**src/rtl/controle_ula_if.sv**
```systemverilog
// Instruction handshake bundle for controle_ula.
// master offers the instruction; slave (the controller) accepts it.
interface controle_ula_if;
  logic        instr_valido;
  logic        instr_pronto;
  logic [5:0]  opcode;
  logic [5:0]  funct;
  logic [31:0] reg_a;
  logic [31:0] reg_b;
  logic [15:0] imediato;
  logic [4:0]  shamt_in;

  modport master (
    output instr_valido, opcode, funct,
    output reg_a, reg_b, imediato, shamt_in,
    input  instr_pronto
  );

  modport slave (
    input  instr_valido, opcode, funct,
    input  reg_a, reg_b, imediato, shamt_in,
    output instr_pronto
  );
endinterface

```
**src/rtl/controle_ula.sv**
```systemverilog
// ALU controller: accepts one instruction, decodes it, drives the ALU
// and captures the result with a fixed 4-state sequence.
module controle_ula (
  input  logic         clock,
  input  logic         reset,
  controle_ula_if.slave instr,
  output logic [5:0]   OpALU,
  output logic [31:0]  dado1,
  output logic [31:0]  dado2,
  output logic [4:0]   shamt,
  input  logic [31:0]  saida,
  input  logic         zero,
  output logic [31:0]  resultado,
  output logic         desvio,
  output logic         escreve,
  output logic         concluido,
  output logic         invalido
);

  localparam logic [1:0] OCIOSO     = 2'd0;
  localparam logic [1:0] DECODIFICA = 2'd1;
  localparam logic [1:0] EXECUTA    = 2'd2;
  localparam logic [1:0] CAPTURA    = 2'd3;

  logic [1:0]  estado;
  logic [5:0]  op_r;
  logic [5:0]  fn_r;
  logic [31:0] a_r;
  logic [31:0] b_r;
  logic [15:0] imm_r;
  logic [4:0]  sh_r;

  logic        hs;
  logic        tipo_r;
  logic        fn_ok;
  logic        eh_desvio;
  logic        tipo_z;
  logic        tipo_s;
  logic        dec_ok;
  logic        dec_wr;
  logic [5:0]  dec_op;
  logic [31:0] dec_d1;
  logic [31:0] dec_d2;
  logic [4:0]  dec_sh;

  assign instr.instr_pronto = (estado == OCIOSO) && !reset;
  assign hs = instr.instr_valido && instr.instr_pronto;

  always_comb begin
    tipo_r    = (op_r == 6'd0);
    fn_ok     = (fn_r >= 6'd2 && fn_r <= 6'd8) ||
                (fn_r >= 6'd10 && fn_r <= 6'd17);
    eh_desvio = (op_r == 6'd25) || (op_r == 6'd26);
    tipo_z    = (op_r == 6'd28);
    tipo_s    = (op_r >= 6'd21) && (op_r <= 6'd27) && !eh_desvio;
    dec_ok    = 1'b0;
    dec_wr    = 1'b0;
    dec_op    = '0;
    dec_d1    = '0;
    dec_d2    = '0;
    dec_sh    = '0;
    unique case (1'b1)
      tipo_r && fn_ok: begin
        dec_ok = 1'b1;
        dec_wr = 1'b1;
        dec_op = fn_r;
        dec_d1 = a_r;
        dec_d2 = b_r;
        dec_sh = sh_r;
      end
      eh_desvio: begin
        dec_ok = 1'b1;
        dec_op = op_r;
        dec_d1 = a_r;
        dec_d2 = b_r;
      end
      tipo_z: begin
        dec_ok = 1'b1;
        dec_wr = 1'b1;
        dec_op = op_r;
        dec_d1 = a_r;
        dec_d2 = {16'h0000, imm_r};
      end
      tipo_s: begin
        dec_ok = 1'b1;
        dec_wr = (op_r != 6'd22);
        dec_op = op_r;
        dec_d1 = a_r;
        dec_d2 = {{16{imm_r[15]}}, imm_r};
      end
      default: ;
    endcase
  end

  // Decode stays valid through EXECUTA because the latched fields only
  // change on a handshake; outputs are captured on the edge into CAPTURA.
  always_ff @(posedge clock or posedge reset) begin
    if (reset) begin
      estado    <= OCIOSO;
      op_r      <= '0;
      fn_r      <= '0;
      a_r       <= '0;
      b_r       <= '0;
      imm_r     <= '0;
      sh_r      <= '0;
      OpALU     <= '0;
      dado1     <= '0;
      dado2     <= '0;
      shamt     <= '0;
      resultado <= '0;
      desvio    <= 1'b0;
      escreve   <= 1'b0;
      concluido <= 1'b0;
      invalido  <= 1'b0;
    end else begin
      concluido <= 1'b0;
      invalido  <= 1'b0;
      case (estado)
        OCIOSO: begin
          if (hs) begin
            op_r   <= instr.opcode;
            fn_r   <= instr.funct;
            a_r    <= instr.reg_a;
            b_r    <= instr.reg_b;
            imm_r  <= instr.imediato;
            sh_r   <= instr.shamt_in;
            estado <= DECODIFICA;
          end
        end
        DECODIFICA: begin
          if (dec_ok) begin
            OpALU  <= dec_op;
            dado1  <= dec_d1;
            dado2  <= dec_d2;
            shamt  <= dec_sh;
            estado <= EXECUTA;
          end else begin
            concluido <= 1'b1;
            invalido  <= 1'b1;
            escreve   <= 1'b0;
            desvio    <= 1'b0;
            estado    <= CAPTURA;
          end
        end
        EXECUTA: begin
          resultado <= saida;
          desvio    <= eh_desvio && zero;
          escreve   <= dec_wr;
          concluido <= 1'b1;
          estado    <= CAPTURA;
        end
        default: begin
          OpALU  <= '0;
          dado1  <= '0;
          dado2  <= '0;
          shamt  <= '0;
          estado <= OCIOSO;
        end
      endcase
    end
  end

endmodule

```
**src/flat_wrapper.sv**
```systemverilog
// flat-port wrapper written by rule: the top's interface ports become plain ports
module controle_ula_flat 
  (clock, reset, OpALU, dado1, dado2, shamt, saida, zero, resultado, desvio, escreve, concluido, invalido, instr_instr_valido, instr_opcode, instr_funct, instr_reg_a, instr_reg_b, instr_imediato, instr_shamt_in, instr_instr_pronto);
  controle_ula_if instr_i ();
  input  logic clock;
  input  logic reset;
  output logic [5:0] OpALU;
  output logic [31:0] dado1;
  output logic [31:0] dado2;
  output logic [4:0] shamt;
  input  logic [31:0] saida;
  input  logic zero;
  output logic [31:0] resultado;
  output logic desvio;
  output logic escreve;
  output logic concluido;
  output logic invalido;
  input wire logic [$bits(instr_i.instr_valido)-1:0] instr_instr_valido;
  input wire logic [$bits(instr_i.opcode)-1:0] instr_opcode;
  input wire logic [$bits(instr_i.funct)-1:0] instr_funct;
  input wire logic [$bits(instr_i.reg_a)-1:0] instr_reg_a;
  input wire logic [$bits(instr_i.reg_b)-1:0] instr_reg_b;
  input wire logic [$bits(instr_i.imediato)-1:0] instr_imediato;
  input wire logic [$bits(instr_i.shamt_in)-1:0] instr_shamt_in;
  output wire logic [$bits(instr_i.instr_pronto)-1:0] instr_instr_pronto;
  assign instr_i.instr_valido = instr_instr_valido;
  assign instr_i.opcode = instr_opcode;
  assign instr_i.funct = instr_funct;
  assign instr_i.reg_a = instr_reg_a;
  assign instr_i.reg_b = instr_reg_b;
  assign instr_i.imediato = instr_imediato;
  assign instr_i.shamt_in = instr_shamt_in;
  assign instr_instr_pronto = instr_i.instr_pronto;
  controle_ula u_core (.clock(clock), .reset(reset), .instr(instr_i), .OpALU(OpALU), .dado1(dado1), .dado2(dado2), .shamt(shamt), .saida(saida), .zero(zero), .resultado(resultado), .desvio(desvio), .escreve(escreve), .concluido(concluido), .invalido(invalido));
endmodule
```
**config.mk**
```make
export PLATFORM = sky130hd
export DESIGN_NAME = controle_ula_flat
export DESIGN_NICKNAME = d
export VERILOG_FILES = /design/src/rtl/controle_ula_if.sv /design/src/rtl/controle_ula.sv /design/src/flat_wrapper.sv
export SDC_FILE = /design/constraint.sdc
export NUM_CORES = 1
export LEC_CHECK = 0
export CELL_PAD_IN_SITES_DETAIL_PLACEMENT = 0
export CELL_PAD_IN_SITES_GLOBAL_PLACEMENT = 2
export CORE_ASPECT_RATIO = 1.4
export CORE_MARGIN = 2
export CORE_UTILIZATION = 32
export DETAILED_ROUTE_END_ITERATION = 12
export PLACE_DENSITY = 0.9
export SYNTH_ARGS = -nofsm -noshare
export SYNTH_HDL_FRONTEND = slang
export SYNTH_SLANG_ARGS = --single-unit
```
**constraint.sdc**
```tcl
create_clock -name clock -period 8 [get_ports clock]
set_input_delay 1.2 -clock clock [delete_from_list [all_inputs] [get_ports clock]]
set_output_delay 1.2 -clock clock [all_outputs]
set_load 0.02 [all_outputs]
```
==> metrics.md, run 1 <==
| Metric | Value |
|---|---|
| Clock skew | `0.0159 ns` |
| Crit end category | `primary output` |
| DRC Markers | `0` |
| Psw | `1370 uW` |
| Synth async-reset ratio | `100%` |
| Sw Share | `32.4%` |
| Initial Utilization | `32.3%` |
| DRT Wirelength | `21.5 mm` |
| Setup violations, final | `0` |
| Fill cell count | `2366` |
| Slew headroom | `29.1%` |
| Met3 Use GR | `3.65%` |
| PD cells | `355 mW/mm^2` |
| Number of core rows | `70` |
| Netlist Area Pre-Place | `0.00837 mm^2` |
| Core outline area | `0.0259 mm^2` |
| Final GP Congestion | `0.771` |
| Critical Setup Path Class | `input pin to primary output` |
| Layout cells sized above 1 | `23.2%` |
| Hold_buf cts | `0` |
| Clock Tree Root | `clkbuf_16` |
| CP dominant cell by count | `clkdlybuf4s50_1` |
| Max VDD drop | `0.165 mV` |
| IO buf count | `244` |
| Clk sinks | `210` |
| Yosys reg bits | `210` |
| Top cells by area, synth | `dfrtp_1 (63%), mux2_2 (18%), a22o_1 (5.0%)` |
| TritonCTS clock tree | `done` |
| Die X | `141 um` |
| Final Max Tran Viols | `0` |
| Max Clock Freq | `252 MHz` |
| Post-synth EDFFs | `0` |
| Syn Nets | `704` |
| WL/cell | `18.7 um` |
| Setup_tns | `0 ns` |
| Met1 Use GR | `18.4%` |
| Post-synth cell types | `48` |
| Share of the synthesized area in the top cell type | `62.8%` |
| Syn avg cell area | `14.8 um^2` |
| Clk slew on worst S/H paths | `0.07 ns` |
| Number of nets in the layout | `943` |
| Initial antenna violation count | `4` |
| Int Pwr | `2860 uW` |
| Clock Tree Buf Depth | `3` |
| Overflow left after global routing | `0` |
| Routed vias/inst | `4.87` |
| Met2 Use GR | `27.0%` |
| Post-route minimum period | `3.97 ns` |
| Pleak | `0.00505 uW` |
| Total setup buffers inserted after CTS | `0` |
| Initial DRC count | `180` |
| Max Cap Viol | `0` |
| Status | `complete, no violations` |
| TritonRoute pass-1 iters | `4` |
| Nature of the critical path startpoint | `input pin` |
| Critical Path RT | `6.80 ns` |
| Ys Warns | `0` |
| Clk_lat worst skew | `0.50 ns` |
| Yosys top cell by area | `dfrtp_1` |
| Syn-to-layout area delta | `42.2%` |
| Worst Hold Slack | `0.476 ns` |
| Clock share of power | `26.0%` |
| Global-route wire length before repair | `33.4 mm` |
| Vias in the first global route | `5870` |
| Antenna viol nets, final | `0` |
| Least-Margin Pin Slew | `1.06 ns` |
| Resized Gates After CTS | `0` |
| Largest net degree at the start of global routing | `150` |
| # IOs | `245` |
| Htree depth | `1` |
| Full die area | `0.0275 mm^2` |
| Crit path DAT | `2.77 ns` |
| Hpwl dp | `14.2 mm` |
| Hold Path Class | `flop to flop` |
| CP max stage cell | `clkdlybuf4s50_1` |
| Fin crit share | `49.6%` |
| Tot GR Track Use | `15.5%` |
| Primary FF master, synth | `dfrtp_1` |
| Num CTS Buffers | `23` |
| Unrepaired setup endpoints after global routing | `false` |
| Hold Vio Cnt, Final | `0` |
| Sequential fraction of the synthesis area | `62.8%` |
| DR vias | `5610` |
| Die height | `195 um` |
| Part of the power in registers | `39.7%` |
| Syn Inst Count | `567` |
| Worst path max stage delay | `0.69 ns` |
| GRT busiest layer | `met2` |
| Worst Path Max Fanout | `2` |
| Logic pwr share | `34.3%` |
| CP cell instances | `clkdlybuf4s50_1 > nor2b_1 > clkdlybuf4s50_1` |
[logic make-up (layout without fill, tap and decap cells)]
logic type / Yosys count / count (layout) / synth area share (%)
simple gates: 38 / 38 / 2.53
compound gates: 121 / 121 / 11.4
fa+ha+maj: 4 / 4 / 0.598
mux: 149 / 149 / 20.0
buf+inv: 42 / 297 / 2.36
flops: 210 / 210 / 62.8
xor+xnor: 3 / 3 / 0.314
other cells: 0 / 5 / 0
[cell type report]
type	instances	area (um^2)	share of cell area [%]
inverter	7	33.8	0.284
clock buffer	35	671	5.63
sequential	210	5260	44.1
multi-input combinational	315	2940	24.7
timing repair buffer	249	2480	20.8
clock inverter	6	108	0.904
antenna	5	12.5	0.105
tap	324	405	3.41
[power by group through the flow]
stage / Combinational (uW) / Clock (uW) / Sequential [uW]
floorplan: 791 / 0 / 1800
global placement: 1450 / 0 / 1680
detailed placement: 1470 / 0 / 1700
CTS: 1480 / 1130 / 1680
global route: 1560 / 1180 / 1730
finish: 1450 / 1100 / 1680
[synthesized netlist by cell type, types with 2 or more instances]
| cell type | instances |
|---|---|
| dfrtp_1 | 210 |
| mux2_2 | 137 |
| a22o_1 | 48 |
| a21oi_1 | 20 |
| o2bb2ai_1 | 19 |
| clkbuf_1 | 13 |
| buf_2 | 11 |
| mux2_1 | 11 |
| nand2_1 | 11 |
| o21ai_0 | 9 |
| buf_1 | 7 |
| o21ai_1 | 7 |
| inv_1 | 6 |
| nand3_1 | 6 |
| nor2b_1 | 5 |
| ha_1 | 4 |
| nor2_1 | 4 |
| a32o_1 | 3 |
| buf_6 | 3 |
| and2_1 | 2 |
| and3b_1 | 2 |
| and4_1 | 2 |
| xnor2_1 | 2 |
[cell usage in the layout (no fill, tap or decap), drive strengths merged, types with 2 or more instances in the layout]
cell type	synthesis	final
diode	0	5
nand2	11	11
o21ai	16	16
buf	22	5
inv	7	7
and2	2	2
clkinv	0	2
nor2b	5	5
bufinv	0	3
xnor2	2	2
a21oi	20	20
a31oi	2	2
and3b	2	2
nand3	6	6
nor2	5	5
clkbuf	13	35
clkdlybuf4s50	0	244
ha	4	4
dfrtp	210	210
and4	2	2
o31ai	2	2
a32o	3	3
a22o	48	48
mux2	148	148
o2bb2ai	19	19
[routing by layer]
| layer | vias up | routed length, um |
|---|---|---|
| met2 | 151 | 11200 |
| met5 | - | 0 |
| met4 | 0 | 682 |
| li1 | 2568 | - |
| met1 | 2849 | 8270 |
| met3 | 42 | 1340 |
[worst paths after layout]
| check | start | to | slack (ns) | cells past startpoint |
|---|---|---|---|---|
| min | u_core.a_r[27] | u_core.dado1[27] | 0.48 | 1 |
| max | reset | instr_instr_pronto | 4.03 | 3 |
| min reg2reg | u_core.a_r[27] | u_core.dado1[27] | 0.48 | 1 |
| max in group asynchronous | reset | u_core.b_r[9] | 5.27 | 3 |
| max reg2reg | u_core.estado[1] | u_core.dado2[29] | 4.98 | 6 |
| min in group asynchronous | reset | u_core.desvio | 1.35 | 2 |
[sequential cells by signal, indices dropped and copies added (netlist names)]
| register | flops |
|---|---|
| u_core.sh_r | 5 |
| u_core.imm_r | 16 |
| u_core.op_r | 6 |
| u_core.shamt | 5 |
| u_core.b_r | 32 |
| u_core.escreve | 1 |
| u_core.invalido | 1 |
| u_core.dado2 | 32 |
| u_core.desvio | 1 |
| u_core.a_r | 32 |
| u_core.OpALU | 6 |
| u_core.concluido | 1 |
| u_core.fn_r | 6 |
| u_core.estado | 2 |
| u_core.dado1 | 32 |
| u_core.resultado | 32 |
[through the flow]
stage / total power, uW / cells / utilization [%] / worst slack, ns / cell area [um^2]
final: 4220 / 1151 / 45.9 / 4.03 / 11900
after global routing: 4470 / 1150 / 45.9 / 3.99 / 11900
after CTS: 4290 / 1146 / 45.9 / 4.02 / 11900
after detailed placement: 3170 / 1105 / 42.9 / 4.02 / 11100
after global placement: 3130 / 1105 / 42.9 / 4.05 / 11100
after floorplan: 2590 / 567 / - / 1.06 / 8370
[critical path, delay by kind of cell]
| kind | cells | cell delay, ns |
|---|---|---|
| and+or+nand+nor | 1 | 0.37 |
| buffers and inverters | 2 | 1.20 |
(Power assumes the default switching activity.)
==> run 2: changes to the inputs <==
Settings changed: CORE_UTILIZATION 32 to 29, PLACE_DENSITY 0.9 to 0.87.
Clock period 8 ns to 3.3 ns, I/O delays scaled along.
==> run 2 against run 1 <==
Sequential share of layout area fell by 0.61 points. Combinational power increased by 150%. Total power up 140%. Worst hold slack worse by 0.11 ns. Non-clock buffer count up 11. Critical path depth increased by 1. Routed wire length increased by 2.2%. Largest power group unchanged.
==> metrics.md, run 2 (synthesis gave the netlist of run 1 again) <==
| Metric | Value |
|---|---|
| Clock Tree Root | `clkbuf_16` |
| Total Power | `10100 uW (+140%)` |
| Nature of the critical path startpoint | `flop` |
| Fill cell count | `2649 (+12%)` |
| TritonCTS clock tree | `done` |
| Status | `complete, no violations` |
| Unrepaired setup endpoints after global routing | `false` |
| Global-route wire length before repair | `33.8 mm (+1.2%)` |
| Htree depth | `1 (unchanged)` |
| PD cells | `839 mW/mm^2 (+140%)` |
| Final GP Congestion | `0.779 (+1.1%)` |
| Clk sinks | `210 (unchanged)` |
| Vias in the first global route | `5913 (+0.73%)` |
| Crit path DAT | `2.27 ns (-0.50 ns)` |
| Layout cells sized above 1 | `24.4% (+1.2 points)` |
| Worst Path Max Fanout | `4 (+2)` |
| Number of core rows | `73 (+4.3%)` |
| Slew headroom | `39.7% (+11 points)` |
| DR vias | `5605 (-0.089%)` |
| TritonRoute pass-1 iters | `4 (unchanged)` |
| DRT Wirelength | `21.9 mm (+2.2%)` |
| WP buf/inv | `2 (unchanged)` |
| Max Clock Freq | `361 MHz` |
| Critical Path RT | `2.80 ns (-4.00 ns)` |
| Pleak | `0.00510 uW (+1.1%)` |
| Hold Path Class | `input pin to asynchronous set/reset pin` |
| Hpwl dp | `15.6 mm (+9.7%)` |
| CP top delay family | `buffers and inverters` |
| Largest net degree at the start of global routing | `77 (-49%)` |
| Critical Setup Path Class | `flop to primary output` |
| Setup violations, final | `0 (unchanged)` |
| Hold Vio Cnt, Final | `0 (unchanged)` |
| Post-route minimum period | `2.77 ns` |
| Overflow left after global routing | `0 (unchanged)` |
| Die X | `148 um (+4.9%)` |
| Fin crit share | `83.8%` |
| Clk slew on worst S/H paths | `0.06 ns (about the same)` |
| Leading cell type in the layout, fill and taps excluded | `clkdlybuf4s50_1` |
| Clk_lat worst skew | `0.50 ns (about the same)` |
| Routed vias/inst | `4.63 (-5.0%)` |
| Clock skew | `0.00744 ns (-0.00847 ns)` |
| Initial antenna violation count | `4 (unchanged)` |
| CP max stage cell | `clkdlybuf4s50_1` |
| Antenna viol nets, final | `0 (unchanged)` |
| Crit end category | `primary output` |
| Full die area | `0.0303 mm^2 (+10%)` |
| IO buf count | `244 (unchanged)` |
| Clock Tree Buf Depth | `3 (unchanged)` |
| Area of the multi-input gates | `0.00294 mm^2 (unchanged)` |
| DRC Markers | `0 (unchanged)` |
| Setup ws final | `0.533 ns (-3.50 ns)` |
| Num CTS Buffers | `23 (unchanged)` |
| Setup_tns | `0 ns (unchanged)` |
| Max Cap Viol | `0 (unchanged)` |
| Core outline area | `0.0284 mm^2 (+9.6%)` |
| Syn-to-layout area delta | `44.3%` |
| Hold_buf cts | `0 (unchanged)` |
| FF+latch area | `0.00526 mm^2 (unchanged)` |
| Number of nets in the layout | `954 (+1.2%)` |
| Final Max Tran Viols | `0 (unchanged)` |
| Least-Margin Pin Slew | `0.902 ns (-0.161 ns)` |
| Worst Hold Slack | `0.362 ns (-0.115 ns)` |
| Resized Gates After CTS | `0 (unchanged)` |
| CP cell instances | `inv_1 > ha_1 > nor2b_1 > clkdlybuf4s50_1` |
| Die height | `205 um (+4.9%)` |
| Total setup buffers inserted after CTS | `0 (unchanged)` |
| Commonest non-fill, non-tap cells in the layout | `clkdlybuf4s50_1 (244), dfrtp_1 (210), mux2_2 (137)` |
| Max VDD drop | `0.361 mV (+120%)` |
| Final Core Density | `42.5% (-3.4 points)` |
| Tot GR Track Use | `14.3% (-1.2 points)` |
| Dpl ws | `0.860 ns (-3.16 ns)` |
| Initial DRC count | `184 (+2.2%)` |
| Initial Utilization | `29.5% (-2.8 points)` |
| WL/cell | `18.1 um (-2.8%)` |
| Worst path max stage delay | `0.67 ns (-0.02 ns)` |
| # IOs | `245 (unchanged)` |
-- run 2: final cells by class --
| cell class | count | share of cell area (%) |
|---|---|---|
| Clock buffer | 36 | 5.83 |
| Sequential cell | 210 | 43.5 |
| Multi-Input combinational cell | 315 | 24.4 |
| Inverter | 7 | 0.249 |
| Timing Repair Buffer | 260 | 21.8 |
| Clock inverter | 4 | 0.238 |
| Tap cell | 375 | 3.89 |
| Antenna cell | 3 | 0.0622 |
-- run 2: final timing paths --
path | start | to | slack (ns) | cells past startpoint
worst max-delay path | u_core.estado[1] | instr_instr_pronto | 0.53 | 4
worst min-delay path | reset | u_core.resultado[26] | 0.36 | 2
worst max register to register | u_core.estado[1] | u_core.dado1[9] | 0.83 | 7
worst min register to register | u_core.a_r[19] | u_core.dado1[19] | 0.48 | 1
max in group asynchronous | reset | u_core.dado2[21] | 2.18 | 3
min in group clock | u_core.a_r[19] | u_core.dado1[19] | 0.48 | 1
-- run 2: per-layer routing --
metal / GRT usage (%) / vias up / share of wire (%)
met2: 25.7 / 145 / 53
met3: 3.65 / 46 / 6.2
li1: - / 2582 / -
met4: 5.56 / 4 / 3.3
met1: 16.2 / 2828 / 37
met5: 0 / - / 0.11
-- run 2: per-stage QoR --
step                      instances  cell area [um^2]
after floorplan                 567              8370
after global placement         1167             11300
after detailed placement       1167             11300
after CTS                      1207             12100
after global routing           1208             12100
final                          1210             12100
-- run 2: power by group --
part,internal [uW],switching (uW)
sequential,3520,549
combinational,1840,1750
clock,1460,1010
